**config.mk**
```make
export PLATFORM = sky130hd
export DESIGN_NAME = fb_fill_scheduler_flat
export DESIGN_NICKNAME = d
export VERILOG_FILES = /design/src/rtl/fb_pkg.sv /design/src/rtl/fb_fill_scheduler_if.sv /design/src/rtl/fb_scan_counter.sv /design/src/rtl/fb_fill_scheduler.sv /design/src/flat_wrapper.sv
export SDC_FILE = /design/constraint.sdc
export NUM_CORES = 1
export LEC_CHECK = 0
export ABC_AREA = 1
export BUFFER_PORTS_ARGS = -buffer_cell sky130_fd_sc_hd__buf_2
export CORE_UTILIZATION = 55
export DETAILED_ROUTE_END_ITERATION = 8
export GPL_TIMING_DRIVEN = 1
export PLACE_DENSITY_LB_ADDON = 0.25
export REMOVE_ABC_BUFFERS = 1
export SYNTH_ARGS = -nofsm -noshare
export SYNTH_HDL_FRONTEND = slang
export SYNTH_HIERARCHICAL = 1
export SYNTH_SLANG_ARGS = --single-unit
```
**constraint.sdc**
```tcl
create_clock -name clk -period 4.3 [get_ports clk]
set_input_delay 0.86 -clock clk [delete_from_list [all_inputs] [get_ports clk]]
set_output_delay 0.86 -clock clk [all_outputs]
set_load 0.02 [all_outputs]
```
**src/rtl/fb_pkg.sv**
```systemverilog
// Shared framebuffer definitions.
// The VGA timing, framebuffer and fill scheduler blocks use these.
//   fb_sched_state_t : fill scheduler state encoding
//   SRC_CLEAR/SRC_FILL : active_src encoding
//   FB_H_RES/FB_V_RES/FB_COLOR_W : default resolution and color width
package fb_pkg;

  localparam int unsigned FB_H_RES   = 640;
  localparam int unsigned FB_V_RES   = 480;
  localparam int unsigned FB_COLOR_W = 12;

  typedef enum logic [1:0] {
    IDLE  = 2'd0,
    CLEAR = 2'd1,
    FILL  = 2'd2,
    DONE  = 2'd3
  } fb_sched_state_t;

  localparam logic SRC_CLEAR = 1'b0;
  localparam logic SRC_FILL  = 1'b1;

endpackage

```
**src/rtl/fb_fill_scheduler_if.sv**
```systemverilog
// Framebuffer pixel write port with a valid/ready handshake.
// A write transfers in any cycle where pix_we and fb_ready are both high.
//   pix_we    : write valid (master -> slave)
//   pix_x     : column of the write
//   pix_y     : row of the write
//   pix_color : pixel color
//   fb_ready  : framebuffer accepts the write this cycle (slave -> master)
interface fb_fill_scheduler_if
  import fb_pkg::*;
#(
  parameter int unsigned COLOR_W = FB_COLOR_W,
  parameter int unsigned X_W     = $clog2(FB_H_RES),
  parameter int unsigned Y_W     = $clog2(FB_V_RES)
);

  logic               pix_we;
  logic [X_W-1:0]     pix_x;
  logic [Y_W-1:0]     pix_y;
  logic [COLOR_W-1:0] pix_color;
  logic               fb_ready;

  modport master (
    output pix_we,
    output pix_x,
    output pix_y,
    output pix_color,
    input  fb_ready
  );

  modport slave (
    input  pix_we,
    input  pix_x,
    input  pix_y,
    input  pix_color,
    output fb_ready
  );

endinterface

```
**src/rtl/fb_scan_counter.sv**
```systemverilog
// Raster x/y counter for a full-screen pass.
//   clk       : system clock
//   reset     : synchronous active-high reset, clears x and y
//   load_zero : restart the scan at (0,0)
//   advance   : step to the next pixel in raster order
//   x, y      : current pixel address
//   last      : current pixel is (H_RES-1, V_RES-1)
module fb_scan_counter
  import fb_pkg::*;
#(
  parameter int unsigned H_RES = FB_H_RES,
  parameter int unsigned V_RES = FB_V_RES,
  parameter int unsigned X_W   = $clog2(H_RES),
  parameter int unsigned Y_W   = $clog2(V_RES)
) (
  input  logic           clk,
  input  logic           reset,
  input  logic           load_zero,
  input  logic           advance,
  output logic [X_W-1:0] x,
  output logic [Y_W-1:0] y,
  output logic           last
);

  localparam logic [X_W-1:0] X_LAST = X_W'(H_RES - 1);
  localparam logic [Y_W-1:0] Y_LAST = Y_W'(V_RES - 1);

  // Wrap points are compared explicitly so non-power-of-two sizes work.
  always_ff @(posedge clk) begin
    if (reset) begin
      x <= '0;
      y <= '0;
    end else if (load_zero) begin
      x <= '0;
      y <= '0;
    end else if (advance) begin
      if (x < X_LAST) begin
        x <= x + X_W'(1);
      end else begin
        x <= '0;
        if (y < Y_LAST) begin
          y <= y + Y_W'(1);
        end else begin
          y <= '0;
        end
      end
    end
  end

  assign last = (x == X_LAST) && (y == Y_LAST);

endmodule

```
**src/rtl/fb_fill_scheduler.sv**
```systemverilog
// Full-screen framebuffer fill scheduler.
// Arbitrates between the post-reset clear and the user fill command and
// raster-scans every pixel with one color per pass over the pix port.
//   clk, reset   : system clock, synchronous active-high reset
//   req_clear    : request a clear pass (sampled every cycle)
//   req_fill     : request a fill pass, fill_color captured with it
//   fill_color   : color for the requested fill
//   abort        : terminate the running pass without a done pulse
//   busy         : a pass is in progress
//   done         : one-cycle pulse after the final pixel is accepted
//   active_src   : 0 = clear pass, 1 = fill pass (valid while busy)
//   pix          : pixel write port (pix_we/pix_x/pix_y/pix_color, fb_ready)
module fb_fill_scheduler
  import fb_pkg::*;
#(
  parameter int unsigned        H_RES       = FB_H_RES,
  parameter int unsigned        V_RES       = FB_V_RES,
  parameter int unsigned        COLOR_W     = FB_COLOR_W,
  parameter logic [COLOR_W-1:0] CLEAR_COLOR = '0,
  parameter int unsigned        X_W         = $clog2(H_RES),
  parameter int unsigned        Y_W         = $clog2(V_RES)
) (
  input  logic               clk,
  input  logic               reset,
  input  logic               req_clear,
  input  logic               req_fill,
  input  logic [COLOR_W-1:0] fill_color,
  input  logic               abort,
  output logic               busy,
  output logic               done,
  output logic               active_src,
  fb_fill_scheduler_if.master pix
);

  fb_sched_state_t    state, state_next;
  logic               pend_clear, pend_fill;
  logic [COLOR_W-1:0] fill_latch;
  logic [COLOR_W-1:0] pass_color;
  logic               grant_clear, grant_fill;
  logic               load_zero;
  logic               xfer;
  logic               last_pix;
  logic [X_W-1:0]     scan_x;
  logic [Y_W-1:0]     scan_y;

  // Outputs are decoded from registered state only.
  assign busy = (state == CLEAR) || (state == FILL);
  assign done = (state == DONE);
  assign xfer = busy && pix.fb_ready;

  assign pix.pix_we    = busy;
  assign pix.pix_x     = scan_x;
  assign pix.pix_y     = scan_y;
  assign pix.pix_color = pass_color;

  fb_scan_counter #(
    .H_RES (H_RES),
    .V_RES (V_RES),
    .X_W   (X_W),
    .Y_W   (Y_W)
  ) u_scan (
    .clk       (clk),
    .reset     (reset),
    .load_zero (load_zero),
    .advance   (xfer),
    .x         (scan_x),
    .y         (scan_y),
    .last      (last_pix)
  );

  always_comb begin
    state_next  = state;
    grant_clear = 1'b0;
    grant_fill  = 1'b0;
    load_zero   = 1'b0;
    unique case (state)
      IDLE: begin
        if (pend_clear) begin
          grant_clear = 1'b1;
          load_zero   = 1'b1;
          state_next  = CLEAR;
        end else if (pend_fill) begin
          grant_fill  = 1'b1;
          load_zero   = 1'b1;
          state_next  = FILL;
        end
      end
      CLEAR, FILL: begin
        // abort wins over a final transfer in the same cycle: no done.
        if (abort) begin
          state_next = IDLE;
        end else if (xfer && last_pix) begin
          state_next = DONE;
        end
      end
      DONE: begin
        state_next = IDLE;
      end
      default: begin
        state_next = IDLE;
      end
    endcase
  end

  // A request arriving in the grant cycle re-arms its flag, so the
  // same source runs again after the pass it was granted.
  always_ff @(posedge clk) begin
    if (reset) begin
      state      <= IDLE;
      pend_clear <= 1'b1;
      pend_fill  <= 1'b0;
      fill_latch <= '0;
      pass_color <= '0;
      active_src <= SRC_CLEAR;
    end else begin
      state      <= state_next;
      pend_clear <= req_clear | (pend_clear & ~grant_clear);
      pend_fill  <= req_fill  | (pend_fill  & ~grant_fill);
      if (req_fill) begin
        fill_latch <= fill_color;
      end
      if (grant_clear) begin
        pass_color <= CLEAR_COLOR;
        active_src <= SRC_CLEAR;
      end else if (grant_fill) begin
        pass_color <= fill_latch;
        active_src <= SRC_FILL;
      end
    end
  end

endmodule

```
**src/flat_wrapper.sv**
```systemverilog
// flat-port wrapper written by rule: the top's interface ports become plain ports
module fb_fill_scheduler_flat import fb_pkg::*;
#(
  parameter int unsigned        H_RES       = FB_H_RES,
  parameter int unsigned        V_RES       = FB_V_RES,
  parameter int unsigned        COLOR_W     = FB_COLOR_W,
  parameter logic [COLOR_W-1:0] CLEAR_COLOR = '0,
  parameter int unsigned        X_W         = $clog2(H_RES),
  parameter int unsigned        Y_W         = $clog2(V_RES)
)
  (clk, reset, req_clear, req_fill, fill_color, abort, busy, done, active_src, pix_pix_we, pix_pix_x, pix_pix_y, pix_pix_color, pix_fb_ready);
  fb_fill_scheduler_if #(.COLOR_W(COLOR_W), .X_W(X_W), .Y_W(Y_W)) pix_i ();
  input  logic clk;
  input  logic reset;
  input  logic req_clear;
  input  logic req_fill;
  input  logic [COLOR_W-1:0] fill_color;
  input  logic abort;
  output logic busy;
  output logic done;
  output logic active_src;
  output wire logic [$bits(pix_i.pix_we)-1:0] pix_pix_we;
  output wire logic [$bits(pix_i.pix_x)-1:0] pix_pix_x;
  output wire logic [$bits(pix_i.pix_y)-1:0] pix_pix_y;
  output wire logic [$bits(pix_i.pix_color)-1:0] pix_pix_color;
  input wire logic [$bits(pix_i.fb_ready)-1:0] pix_fb_ready;
  assign pix_pix_we = pix_i.pix_we;
  assign pix_pix_x = pix_i.pix_x;
  assign pix_pix_y = pix_i.pix_y;
  assign pix_pix_color = pix_i.pix_color;
  assign pix_i.fb_ready = pix_fb_ready;
  fb_fill_scheduler #(.H_RES(H_RES), .V_RES(V_RES), .COLOR_W(COLOR_W), .CLEAR_COLOR(CLEAR_COLOR), .X_W(X_W), .Y_W(Y_W)) u_core (.clk(clk), .reset(reset), .req_clear(req_clear), .req_fill(req_fill), .fill_color(fill_color), .abort(abort), .busy(busy), .done(done), .active_src(active_src), .pix(pix_i));
endmodule
```
==> run summary, run 1 <==
STA
* final critical-path share of the clock period: 0.499
* worst clock skew on the final layout: 0.00603 ns
* setup TNS after final layout: 0 ns
* relative max-transition margin: 0.546
* setup-violating endpoint count in the final report: 0
* post-route worst setup slack: 2.16 ns
* final count of hold timing violations: 0
* Worst Tran Pin Value: 0.681 ns
* number of slew-limit violations in the final report: 0
* maximum frequency from static timing analysis: 466 MHz
* unrepaired setup endpoints after global routing: no
* minimum clock period: 2.14 ns
* Hold Slack: 0.466 ns

Route
* total via count in the routed design: 2017
* number of DRC violations after detailed-routing iteration 0: 133
* final wirelength: 4410 um
* via density per instance: 5.07
* number of routed nets with antenna violations: 0
* mean routed wirelength per cell: 11.1 um
* final routed DRC violation total: 0
* TritonRoute pass-1 iters: 4

Min path
* number of cells traversed by the worst hold path: 2
* Hold Path Class: register to register

Yosys
* post-synthesis cell type count: 29
* post-synth design cell area: 2300 sq um
* total of flip-flops plus latches after synthesis: 48
* average cell area after synthesis: 7.64 sq um
* part of the Yosys area used for sequential elements: 0.418
* post-synthesis cell type with the largest combined area: sky130_fd_sc_hd__dfxtp_1
* share of the synthesized area in the top cell type: 0.418
* count of yosys warnings during synthesis: 6
* biggest area contributors in the synthesized netlist: sky130_fd_sc_hd__dfxtp_1, sky130_fd_sc_hd__nor2_1, sky130_fd_sc_hd__nand2_1, sky130_fd_sc_hd__nand3_1, sky130_fd_sc_hd__nand4_1
* gate count after technology mapping: 301

Placement
* Final GP Congestion: 0.815
* number of placed instances with taps included: 390
* HPWL after detailed placement: 3200 um
* number of I/O port buffers: 52
* placement-stage worst setup slack: 1.95 ns

Power
* Power, Total: 1150 uW
* maximum vdd ir drop: 0.258 mV
* Static Leakage: 0.00119 uW
* power density relative to cell area: 433 nW/um^2

Floorplan
* x dimension of the die: 66.6 um
* die height: 66.6 um
* area of the core region: 4000 sq um
* Ports: 53
* area of the die: 4440 sq um
* floorplan row count: 23
* starting density of the core: 0.575

Cells and area
* multi-input combinational cell area: 1120 sq um
* ant diodes: 0
* non-filler cells, final: 398
* number of nets at the end of the flow: 369
* post-synthesis to final-layout area growth: 15.2%
* number of inserted filler cells in the final layout: 368
* footprint of the flip-flops and latches: 961 sq um
* share of cells above drive strength 1: 0.296

Run status
* outcome: complete, no violations

CTS
* Root Buffer: sky130_fd_sc_hd__clkbuf_8
* # H-tree levels: 2
* Num CTS Buffers: 5
* TritonCTS sink count: 48
* clock tree from TritonCTS: yes
* post-CTS setup-driven buffer insertion count: 0
* Skew-Pair Late Insertion Delay: 0.30 ns
* number of buffers on the longest clock path: 2
* PostCTS Resize Cnt: 0
* total of hold buffers inserted after clock tree synthesis: 0
* clock transition at the register clock pins on the worst setup and hold paths after CTS: 0.09 ns

Worst setup path
* count of cell instances traversed by the critical path: 10
* critical-path cell with the highest stage delay: sky130_fd_sc_hd__inv_1
* top cell family by delay on the critical path: simple AND/OR/NAND/NOR gates
* arrival time reported for the critical path endpoint: 2.34 ns
* longest individual stage delay on the worst path: 0.43 ns
* required time of the critical path: 4.50 ns
* startpoint kind of the worst setup timing path: register
* critical path, cell by cell: inv_1 > ha_1 > nand2_1 > inv_1 > nand2_1 > nor2_2 > nand3_1 > nor2_1 > xor2_1 > nor2_1
* number of cells traversed by the worst register-to-register path: 10
* critical path fanouts, max: 18
* WS Path Type: register to register
* endpoint class of the critical path: register
* Buf/Inv on CP: 2

Job
* max_cap viols: 0

Global route
* global-route wire length before repair: 7240 um
* total track usage: 0.210
* vias in the first global route: 1700
* Overflow after GRT: 0
* maximum number of pins on one net before global-route repair: 19
* number of antenna violations at the first check in global routing: 0

## logic make-up after synthesis
kind of cell	after synthesis	share of synthesized area
and+or+nand+nor	162	0.347
adders and majority gates	4	0.0218
buffers and inverters	45	0.0936
DFF	48	0.418
xor gates and xnor gates	5	0.0191
AOI/OAI and AO/OA	37	0.100
## placed cells by master, fill, tap and decap left out
cell type	synthesis	layout
sky130_fd_sc_hd__xnor2_1	1	1
sky130_fd_sc_hd__a21oi_1	12	12
sky130_fd_sc_hd__a21oi_2	9	9
sky130_fd_sc_hd__nand4_1	17	17
sky130_fd_sc_hd__bufinv_16	0	1
sky130_fd_sc_hd__clkinv_4	0	1
sky130_fd_sc_hd__o21ai_1	13	13
sky130_fd_sc_hd__nor2_2	2	2
sky130_fd_sc_hd__ha_1	4	4
sky130_fd_sc_hd__clkbuf_8	0	6
sky130_fd_sc_hd__o21ai_0	2	2
sky130_fd_sc_hd__buf_2	4	52
sky130_fd_sc_hd__nor3_1	1	1
sky130_fd_sc_hd__dfxtp_1	48	48
sky130_fd_sc_hd__nand3_1	23	23
sky130_fd_sc_hd__xor2_1	4	4
sky130_fd_sc_hd__nor2_1	48	48
sky130_fd_sc_hd__inv_1	25	25
sky130_fd_sc_hd__nor3_2	4	4
sky130_fd_sc_hd__clkinv_1	1	1
sky130_fd_sc_hd__nand2_4	3	3
sky130_fd_sc_hd__a21oi_4	1	1
sky130_fd_sc_hd__nand3_2	2	2
sky130_fd_sc_hd__nor4_1	1	1
sky130_fd_sc_hd__nor2_4	2	2
sky130_fd_sc_hd__inv_2	6	6
sky130_fd_sc_hd__nand2_2	14	14
sky130_fd_sc_hd__nand2_1	45	45
## stage by stage
step           instance area [sq um]  utilization
2_1_floorplan                   2200            -
5_1_grt                         2650        0.662
4_1_cts                         2650        0.662
6_report                        2650        0.662
3_3_place_gp                    2530        0.632
3_5_place_dp                    2530        0.632
## Yosys cell counts, drive strengths merged
cell type,n
a21oi,22
buf,11
clkbuf,2
clkinv,1
dfxtp,48
ha,4
inv,31
nand2,62
nand3,25
nand4,17
nor2,52
nor3,5
nor4,1
o21ai,15
xnor2,1
xor2,4
## area by class of cell
cell class,count,share of cell area
multi-input cells,208,0.424
well taps,50,0.0236
repair buffers,52,0.0983
clock buffers,6,0.0312
inverters,32,0.0454
flip-flops and latches,48,0.363
clock inverters,2,0.0147
## worst paths after layout
check                                       start                              endpoint  slack (ns)
min reg2reg  u_core/pix.pix_color[8]$_SDFFE_PP0P_  u_core/pix.pix_color[8]$_SDFFE_PP0P_        0.47
max                  u_core/state[1]$_SDFFE_PP0P_       u_core/u_scan/x[7]$_SDFFE_PP0P_        2.16
min          u_core/pix.pix_color[8]$_SDFFE_PP0P_  u_core/pix.pix_color[8]$_SDFFE_PP0P_        0.47
max reg2reg          u_core/state[1]$_SDFFE_PP0P_       u_core/u_scan/x[7]$_SDFFE_PP0P_        2.16
## per-layer routing
layer	wire, um	vias up	GRT usage
met4	23	0	0.0559
met2	2080	46	0.340
li1	-	1067	-
met1	2100	900	0.271
met5	0	-	0
met3	212	4	0.0599
## worst reg2reg max path, stage by stage, from the launching register on
cell	delay (ns)
sky130_fd_sc_hd__dfxtp_1	0.35
sky130_fd_sc_hd__inv_1	0.06
sky130_fd_sc_hd__ha_1	0.34
sky130_fd_sc_hd__nand2_1	0.07
sky130_fd_sc_hd__inv_1	0.43
sky130_fd_sc_hd__nand2_1	0.17
sky130_fd_sc_hd__nor2_2	0.17
sky130_fd_sc_hd__nand3_1	0.10
sky130_fd_sc_hd__nor2_1	0.16
sky130_fd_sc_hd__xor2_1	0.16
sky130_fd_sc_hd__nor2_1	0.05
## flip-flops by register name, indices dropped and copies added, names as in the netlist
name,count
u_core/pend_fill,1
u_core/u_scan/x,10
u_core/u_scan/y,9
u_core/active_src,1
u_core/pend_clear,1
u_core/fill_latch,12
u_core/state,2
u_core/pix.pix_color,12
## power by group
group          internal, uW  switching (uW)
clock                   190             146
combinational          84.6             235
sequential              469            19.3
total                   744             401
Power figures use the tool's default switching activity.
==> inputs of run 2 (changes only) <==
ABC_AREA = 0   (was 1)
CORE_UTILIZATION = 52   (was 55)
clock period = 2.19 ns   (was 4.3 ns; I/O delays follow)
==> run summary, run 2 <==
Floorplan
* Ports: 53, unchanged
* area of the die: 4430 sq um, -0.27%
* x dimension of the die: 66.6 um, -0.14%
* starting density of the core: 0.542, -0.0328
* floorplan row count: 23, unchanged
* die height: 66.6 um, -0.14%
* area of the core region: 4000 sq um, unchanged

CTS
* Num CTS Buffers: 5, unchanged
* # H-tree levels: 2, unchanged
* TritonCTS sink count: 48, unchanged
* total of hold buffers inserted after clock tree synthesis: 0, unchanged
* Root Buffer: sky130_fd_sc_hd__clkbuf_8
* post-CTS setup-driven buffer insertion count: 0, unchanged
* clock tree from TritonCTS: yes
* clock transition at the register clock pins on the worst setup and hold paths after CTS: 0.09 ns, about the same
* Skew-Pair Late Insertion Delay: 0.30 ns, about the same
* number of buffers on the longest clock path: 2, unchanged
* PostCTS Resize Cnt: 0, unchanged

STA
* number of slew-limit violations in the final report: 0, unchanged
* unrepaired setup endpoints after global routing: no
* worst clock skew on the final layout: 0.00325 ns, -0.00278 ns
* relative max-transition margin: 0.715, +0.169
* minimum clock period: 2.00 ns, -0.145 ns
* final count of hold timing violations: 0, unchanged
* Hold Slack: 0.337 ns, -0.129 ns
* final critical-path share of the clock period: 0.913, +0.414
* Worst Tran Pin Value: 0.426 ns, -0.254 ns
* maximum frequency from static timing analysis: 500 MHz, +7.2%
* setup-violating endpoint count in the final report: 0, unchanged

Power
* Static Leakage: 0.00116 uW, -2.4%
* power density relative to cell area: 814 nW/um^2, +88%
* power spent charging and discharging nets: 641 uW, +60%
* Clock Power Share: 0.304, +0.010
* share of total power in combinational logic: 0.244, -0.035
* Internal: 1440 uW, +94%
* switching part of the total: 0.308, -0.0426
* maximum vdd ir drop: 0.396 mV, +53%
* share of total power in sequential cells: 0.452, +0.025

Worst setup path
* startpoint kind of the worst setup timing path: register
* critical-path cell with the highest stage delay: sky130_fd_sc_hd__dfxtp_1
* number of cells traversed by the worst register-to-register path: 8, -2
* arrival time reported for the critical path endpoint: 2.21 ns, -0.13 ns
* required time of the critical path: 2.40 ns, -2.10 ns
* longest individual stage delay on the worst path: 0.37 ns, -0.06 ns
* endpoint class of the critical path: register
* WS Path Type: register to register
* critical path fanouts, max: 16, -2
* critical path, cell by cell: inv_1 > ha_1 > and2_1 > nand4_2 > o21ai_4 > or2b_4 > o21ai_0 > a21o_1

Min path
* Hold Path Class: input port to register
* number of cells traversed by the worst hold path: 3, +1

Yosys
* most used flip-flop cell after synthesis: sky130_fd_sc_hd__dfxtp_1
* part of the Yosys area used for sequential elements: 0.443, +0.0253
* number of enable flip-flop cells after synthesis: 0, unchanged
* post-synth design cell area: 2170 sq um, -5.7%
* biggest area contributors in the synthesized netlist: sky130_fd_sc_hd__dfxtp_1, sky130_fd_sc_hd__mux2i_1, sky130_fd_sc_hd__nor2_1, sky130_fd_sc_hd__nand2_1, sky130_fd_sc_hd__a21oi_2
* average cell area after synthesis: 9.30 sq um, +22%
* post-synthesis cell type with the largest combined area: sky130_fd_sc_hd__dfxtp_1
* gate count after technology mapping: 233, -23%
* share of the synthesized area in the top cell type: 0.443, +0.0253
* share of async-settable or async-resettable flops after synthesis: 0, unchanged
* library cell with the highest instance count after synthesis: sky130_fd_sc_hd__dfxtp_1
* count of yosys warnings during synthesis: 6, unchanged
* post-synthesis cell type count: 48, +66%
* total of flip-flops plus latches after synthesis: 48, unchanged
* most common library cells after synthesis: sky130_fd_sc_hd__dfxtp_1, sky130_fd_sc_hd__nor2_1, sky130_fd_sc_hd__nand2_1

Global route
* Overflow after GRT: 0, unchanged
* vias in the first global route: 1519, -11%
* number of antenna violations at the first check in global routing: 0, unchanged
* maximum number of pins on one net before global-route repair: 19, unchanged
* total track usage: 0.204, -0.00647
* global-route wire length before repair: 6750 um, -6.8%

Cells and area
* number of nets at the end of the flow: 309, -16%
* post-synthesis to final-layout area growth: 18.2%
* commonest non-fill, non-tap cell in the layout: sky130_fd_sc_hd__buf_2
* commonest cells after routing, fill and taps aside: sky130_fd_sc_hd__buf_2, sky130_fd_sc_hd__dfxtp_1, sky130_fd_sc_hd__nor2_1, sky130_fd_sc_hd__nand2_1, sky130_fd_sc_hd__mux2i_1
* ant diodes: 0, unchanged
* share of cells above drive strength 1: 0.340, +0.0443
* non-filler cells, final: 338, -15%

Route
* final wirelength: 4090 um, -7.3%
* number of DRC violations after detailed-routing iteration 0: 64, -52%
* final routed DRC violation total: 0, unchanged
* total via count in the routed design: 1702, -16%
* mean routed wirelength per cell: 12.1 um, +9.1%
* TritonRoute pass-1 iters: 4, unchanged
* via density per instance: 5.04, -0.64%
* number of routed nets with antenna violations: 0, unchanged

Placement
* HPWL after detailed placement: 2920 um, -8.8%
* number of I/O port buffers: 52, unchanged
* number of placed instances with taps included: 330, -15%
* Final GP Congestion: 0.733, -10%

Run status
* outcome: complete, no violations

Job
* max_cap viols: 0, unchanged

run 2: cell types whose count changed after synthesis, sizes merged, moves of 3 or more:
cell / delta
a21o: +3
nand3: -21
nand2: -28
a21oi: -6
inv: -22
and2: +3
o21ai: -5
nor3: -3
and3: +8
mux2i: +15
nand4: -14
nand2b: +3
nor2: -18
run 2: area by class of cell:
cell class              instances  area (sq um)
fillers                       358          1440
multi-input cells             166          1090
flip-flops and latches         48           961
repair buffers                 57           298
clock buffers                   5          68.8
well taps                      50          62.6
clock inverters                 3          42.5
inverters                       9          33.8
run 2: per-stage QoR:
stage | TNS, ns | utilization | instance area, sq um | setup slack, ns | power [uW]
6_report | 0 | 0.640 | 2560 | 0.191 | 2080
5_1_grt | 0 | 0.640 | 2560 | 0.0114 | 2200
4_1_cts | 0 | 0.640 | 2560 | 0.180 | 2110
3_5_place_dp | 0 | 0.612 | 2450 | 0.211 | 1470
3_3_place_gp | 0 | 0.612 | 2450 | 0.278 | 1460
2_1_floorplan | -0.00532 | - | 2090 | -0.00266 | 1310
run 2: critical path, delay by kind of cell (launching register included):
family	cells	cell delay [ns]
compound gates	3	0.53
buf+inv	1	0.06
simple gates	3	0.62
flops	1	0.37
fa+ha+maj	1	0.33
run 2: path summary, 6_finish.rpt:
| check | from | endpoint | slack [ns] |
|---|---|---|---|
| worst max-delay path | u_core/state[0]$_SDFFE_PP0P_ | u_core/u_scan/y[3]$_SDFFE_PP0P_ | 0.19 |
| worst min register to register | u_core/pix.pix_color[1]$_SDFFE_PP0P_ | u_core/pix.pix_color[1]$_SDFFE_PP0P_ | 0.45 |
| worst max register to register | u_core/state[0]$_SDFFE_PP0P_ | u_core/u_scan/y[3]$_SDFFE_PP0P_ | 0.19 |
| worst min-delay path | req_clear | u_core/pend_clear$_SDFF_PP1_ | 0.34 |
run 2: kinds of logic (layout without fill, tap and decap cells):
family | after synthesis | in the layout | synth area share
DFF | 48 | 48 | 0.443
AOI/OAI and AO/OA | 41 | 41 | 0.149
muxes | 15 | 15 | 0.0693
and+or+nand+nor | 98 | 98 | 0.232
xor gates and xnor gates | 8 | 8 | 0.0323
adders and majority gates | 4 | 4 | 0.0231
buffers and inverters | 19 | 74 | 0.0514
run 2: power groups by stage:
| stage | sequential, uW | combinational (uW) | clock (uW) |
|---|---|---|---|
| final | 942 | 508 | 634 |
| after global placement | 959 | 499 | 0 |
| after CTS | 942 | 515 | 652 |
| after global routing | 947 | 564 | 688 |
| after floorplan | 964 | 343 | 0 |
| after detailed placement | 963 | 507 | 0 |
run 2: metal layers:
| metal | share of wire | global-route usage |
|---|---|---|
| met1 | 0.45 | 0.227 |
| met4 | 0.016 | 0.0878 |
| met2 | 0.48 | 0.359 |
| met3 | 0.048 | 0.0548 |
| met5 | 0 | 0 |
==> inputs of run 3 (changes only) <==
ABC_AREA = 1   (was 0)
CORE_UTILIZATION = 53   (was 52)
SKIP_CTS_REPAIR_TIMING = 1   (was not set)
==> run summary, run 3 (synthesis results as in run 1) <==
Run status
* outcome: complete, no violations

Power
* power spent charging and discharging nets: 832 uW, +30%
* Clock Power Share: 0.289, -0.015
* switching part of the total: 0.363, +0.0552
* share of total power in sequential cells: 0.419, -0.033
* share of total power in combinational logic: 0.292, +0.048
* Internal: 1460 uW, +1.2%
* Static Leakage: 0.00120 uW, +3.2%
* power density relative to cell area: 861 nW/um^2, +5.8%
* maximum vdd ir drop: 0.535 mV, +35%

Worst setup path
* critical path fanouts, max: 5, -11
* startpoint kind of the worst setup timing path: register
* endpoint class of the critical path: register
* WS Path Type: register to register
* arrival time reported for the critical path endpoint: 1.98 ns, -0.23 ns
* required time of the critical path: 2.43 ns, +0.03 ns

CTS
* clock transition at the register clock pins on the worst setup and hold paths after CTS: 0.09 ns, about the same
* TritonCTS sink count: 48, unchanged
* # H-tree levels: 2, unchanged
* Num CTS Buffers: 5, unchanged
* Root Buffer: sky130_fd_sc_hd__clkbuf_8
* number of buffers on the longest clock path: 2, unchanged
* clock tree from TritonCTS: yes
* Skew-Pair Late Insertion Delay: 0.31 ns, about the same

Placement
* number of I/O port buffers: 52, unchanged
* HPWL after detailed placement: 3370 um, +15%
* number of placed instances with taps included: 393, +19%
* Final GP Congestion: 0.831, +13%
* cell area after placement: 2550 sq um, +4.0%

STA
* final critical-path share of the clock period: 0.793, -0.120
* number of slew-limit violations in the final report: 0, unchanged
* worst clock skew on the final layout: 0.00931 ns, +0.00606 ns
* Worst Tran Pin Value: 0.548 ns, +0.121 ns
* relative max-transition margin: 0.634, -0.0806
* setup TNS after final layout: 0 ns, unchanged
* final count of hold timing violations: 0, unchanged
* maximum frequency from static timing analysis: 576 MHz, +15%
* setup-violating endpoint count in the final report: 0, unchanged
* unrepaired setup endpoints after global routing: no
* minimum clock period: 1.74 ns, -0.263 ns

Route
* TritonRoute pass-1 iters: 4, unchanged
* number of DRC violations after detailed-routing iteration 0: 97, +52%
* total via count in the routed design: 2044, +20%
* number of routed nets with antenna violations: 0, unchanged
* via density per instance: 5.10, +1.2%
* final wirelength: 4770 um, +17%
* mean routed wirelength per cell: 11.9 um, -1.5%
* final routed DRC violation total: 0, unchanged

Global route
* total track usage: 0.234, +0.0302
* global-route wire length before repair: 8090 um, +20%
* Overflow after GRT: 0, unchanged
* vias in the first global route: 1865, +23%
* maximum number of pins on one net before global-route repair: 18, -1
* number of antenna violations at the first check in global routing: 0, unchanged

Floorplan
* area of the die: 4600 sq um, +3.9%
* die height: 67.9 um, +2.0%
* x dimension of the die: 67.9 um, +2.0%
* Ports: 53, unchanged
* floorplan row count: 23, unchanged
* area of the core region: 4090 sq um, +2.2%
* starting density of the core: 0.562, +0.0207

Cells and area
* ant diodes: 0, unchanged
* number of inserted filler cells in the final layout: 387, +8.1%
* non-filler cells, final: 401, +19%
* post-layout instance area: 2660 sq um, +4.0%
* post-synthesis to final-layout area growth: 15.9%
* number of nets at the end of the flow: 372, +20%
* share of cells above drive strength 1: 0.302, -0.0383
* commonest cells after routing, fill and taps aside: sky130_fd_sc_hd__buf_2, sky130_fd_sc_hd__nor2_1, sky130_fd_sc_hd__dfxtp_1, sky130_fd_sc_hd__nand2_1, sky130_fd_sc_hd__inv_1
* commonest non-fill, non-tap cell in the layout: sky130_fd_sc_hd__buf_2

Job
* max_cap viols: 0, unchanged

Min path
* Hold Path Class: input port to register

[run 3: cell count changes in the layout (fill, tap and decap cells not counted), sizes merged, moves of 14 or more]
cell / change
inv: +23
nor2: +18
nand3: +21
nand4: +14
nand2: +28
mux2i: -15
[run 3: worst paths after layout]
path / endpoint / slack (ns) / from / cells past startpoint
worst max register to register: u_core/state[0]$_SDFFE_PP0P_ / 0.45 / u_core/u_scan/y[0]$_SDFFE_PP0P_ / 11
worst min-delay path: u_core/pend_clear$_SDFF_PP1_ / 0.33 / req_clear / 3
worst max-delay path: u_core/state[0]$_SDFFE_PP0P_ / 0.45 / u_core/u_scan/y[0]$_SDFFE_PP0P_ / 11
worst min register to register: u_core/pix.pix_color[11]$_SDFFE_PP0P_ / 0.46 / u_core/pix.pix_color[11]$_SDFFE_PP0P_ / 2
[run 3: area by class of cell]
class / instances / area (sq um) / area share
Multi-Input combinational cell: 208 / 1120 / 0.421
Sequential cell: 48 / 961 / 0.361
Timing Repair Buffer: 55 / 283 / 0.106
Inverter: 32 / 120 / 0.0451
Clock buffer: 5 / 68.8 / 0.0258
Tap cell: 50 / 62.6 / 0.0235
Clock inverter: 3 / 46.3 / 0.0174
[run 3: stage by stage]
stage	power [uW]	setup slack (ns)	hold slack, ns	utilization
3_5_place_dp	1650	0.491	0.453	0.624
3_3_place_gp	1640	0.562	0.446	0.624
2_1_floorplan	1450	0.0716	0.453	-
5_1_grt	2430	0.151	0.340	0.652
4_1_cts	2310	0.472	0.321	0.652
6_report	2290	0.454	0.330	0.652
[run 3: routing by layer]
metal  track usage  share of wire
met1         0.276           0.45
met2         0.399           0.48
met3        0.0450          0.062
met4         0.122         0.0086
met5             0              0
[run 3: critical path, stage by stage (launching register included)]
cell and delay, ns:
sky130_fd_sc_hd__dfxtp_1 0.40, sky130_fd_sc_hd__ha_1 0.19, sky130_fd_sc_hd__nand2_1 0.09, sky130_fd_sc_hd__nor2_1 0.22, sky130_fd_sc_hd__nand2_1 0.11, sky130_fd_sc_hd__nor4_1 0.24, sky130_fd_sc_hd__nand2_1 0.08, sky130_fd_sc_hd__nand3_1 0.08
sky130_fd_sc_hd__nand2_2 0.07, sky130_fd_sc_hd__nand2_1 0.06, sky130_fd_sc_hd__nand2_1 0.04, sky130_fd_sc_hd__nor2_1 0.09
[run 3: power groups by stage]
stage	Sequential, uW	Clock, uW	Combinational (uW)
after CTS	960	679	671
after floorplan	985	0	464
final	960	664	669
after detailed placement	980	0	670
after global routing	966	713	753
after global placement	977	0	665
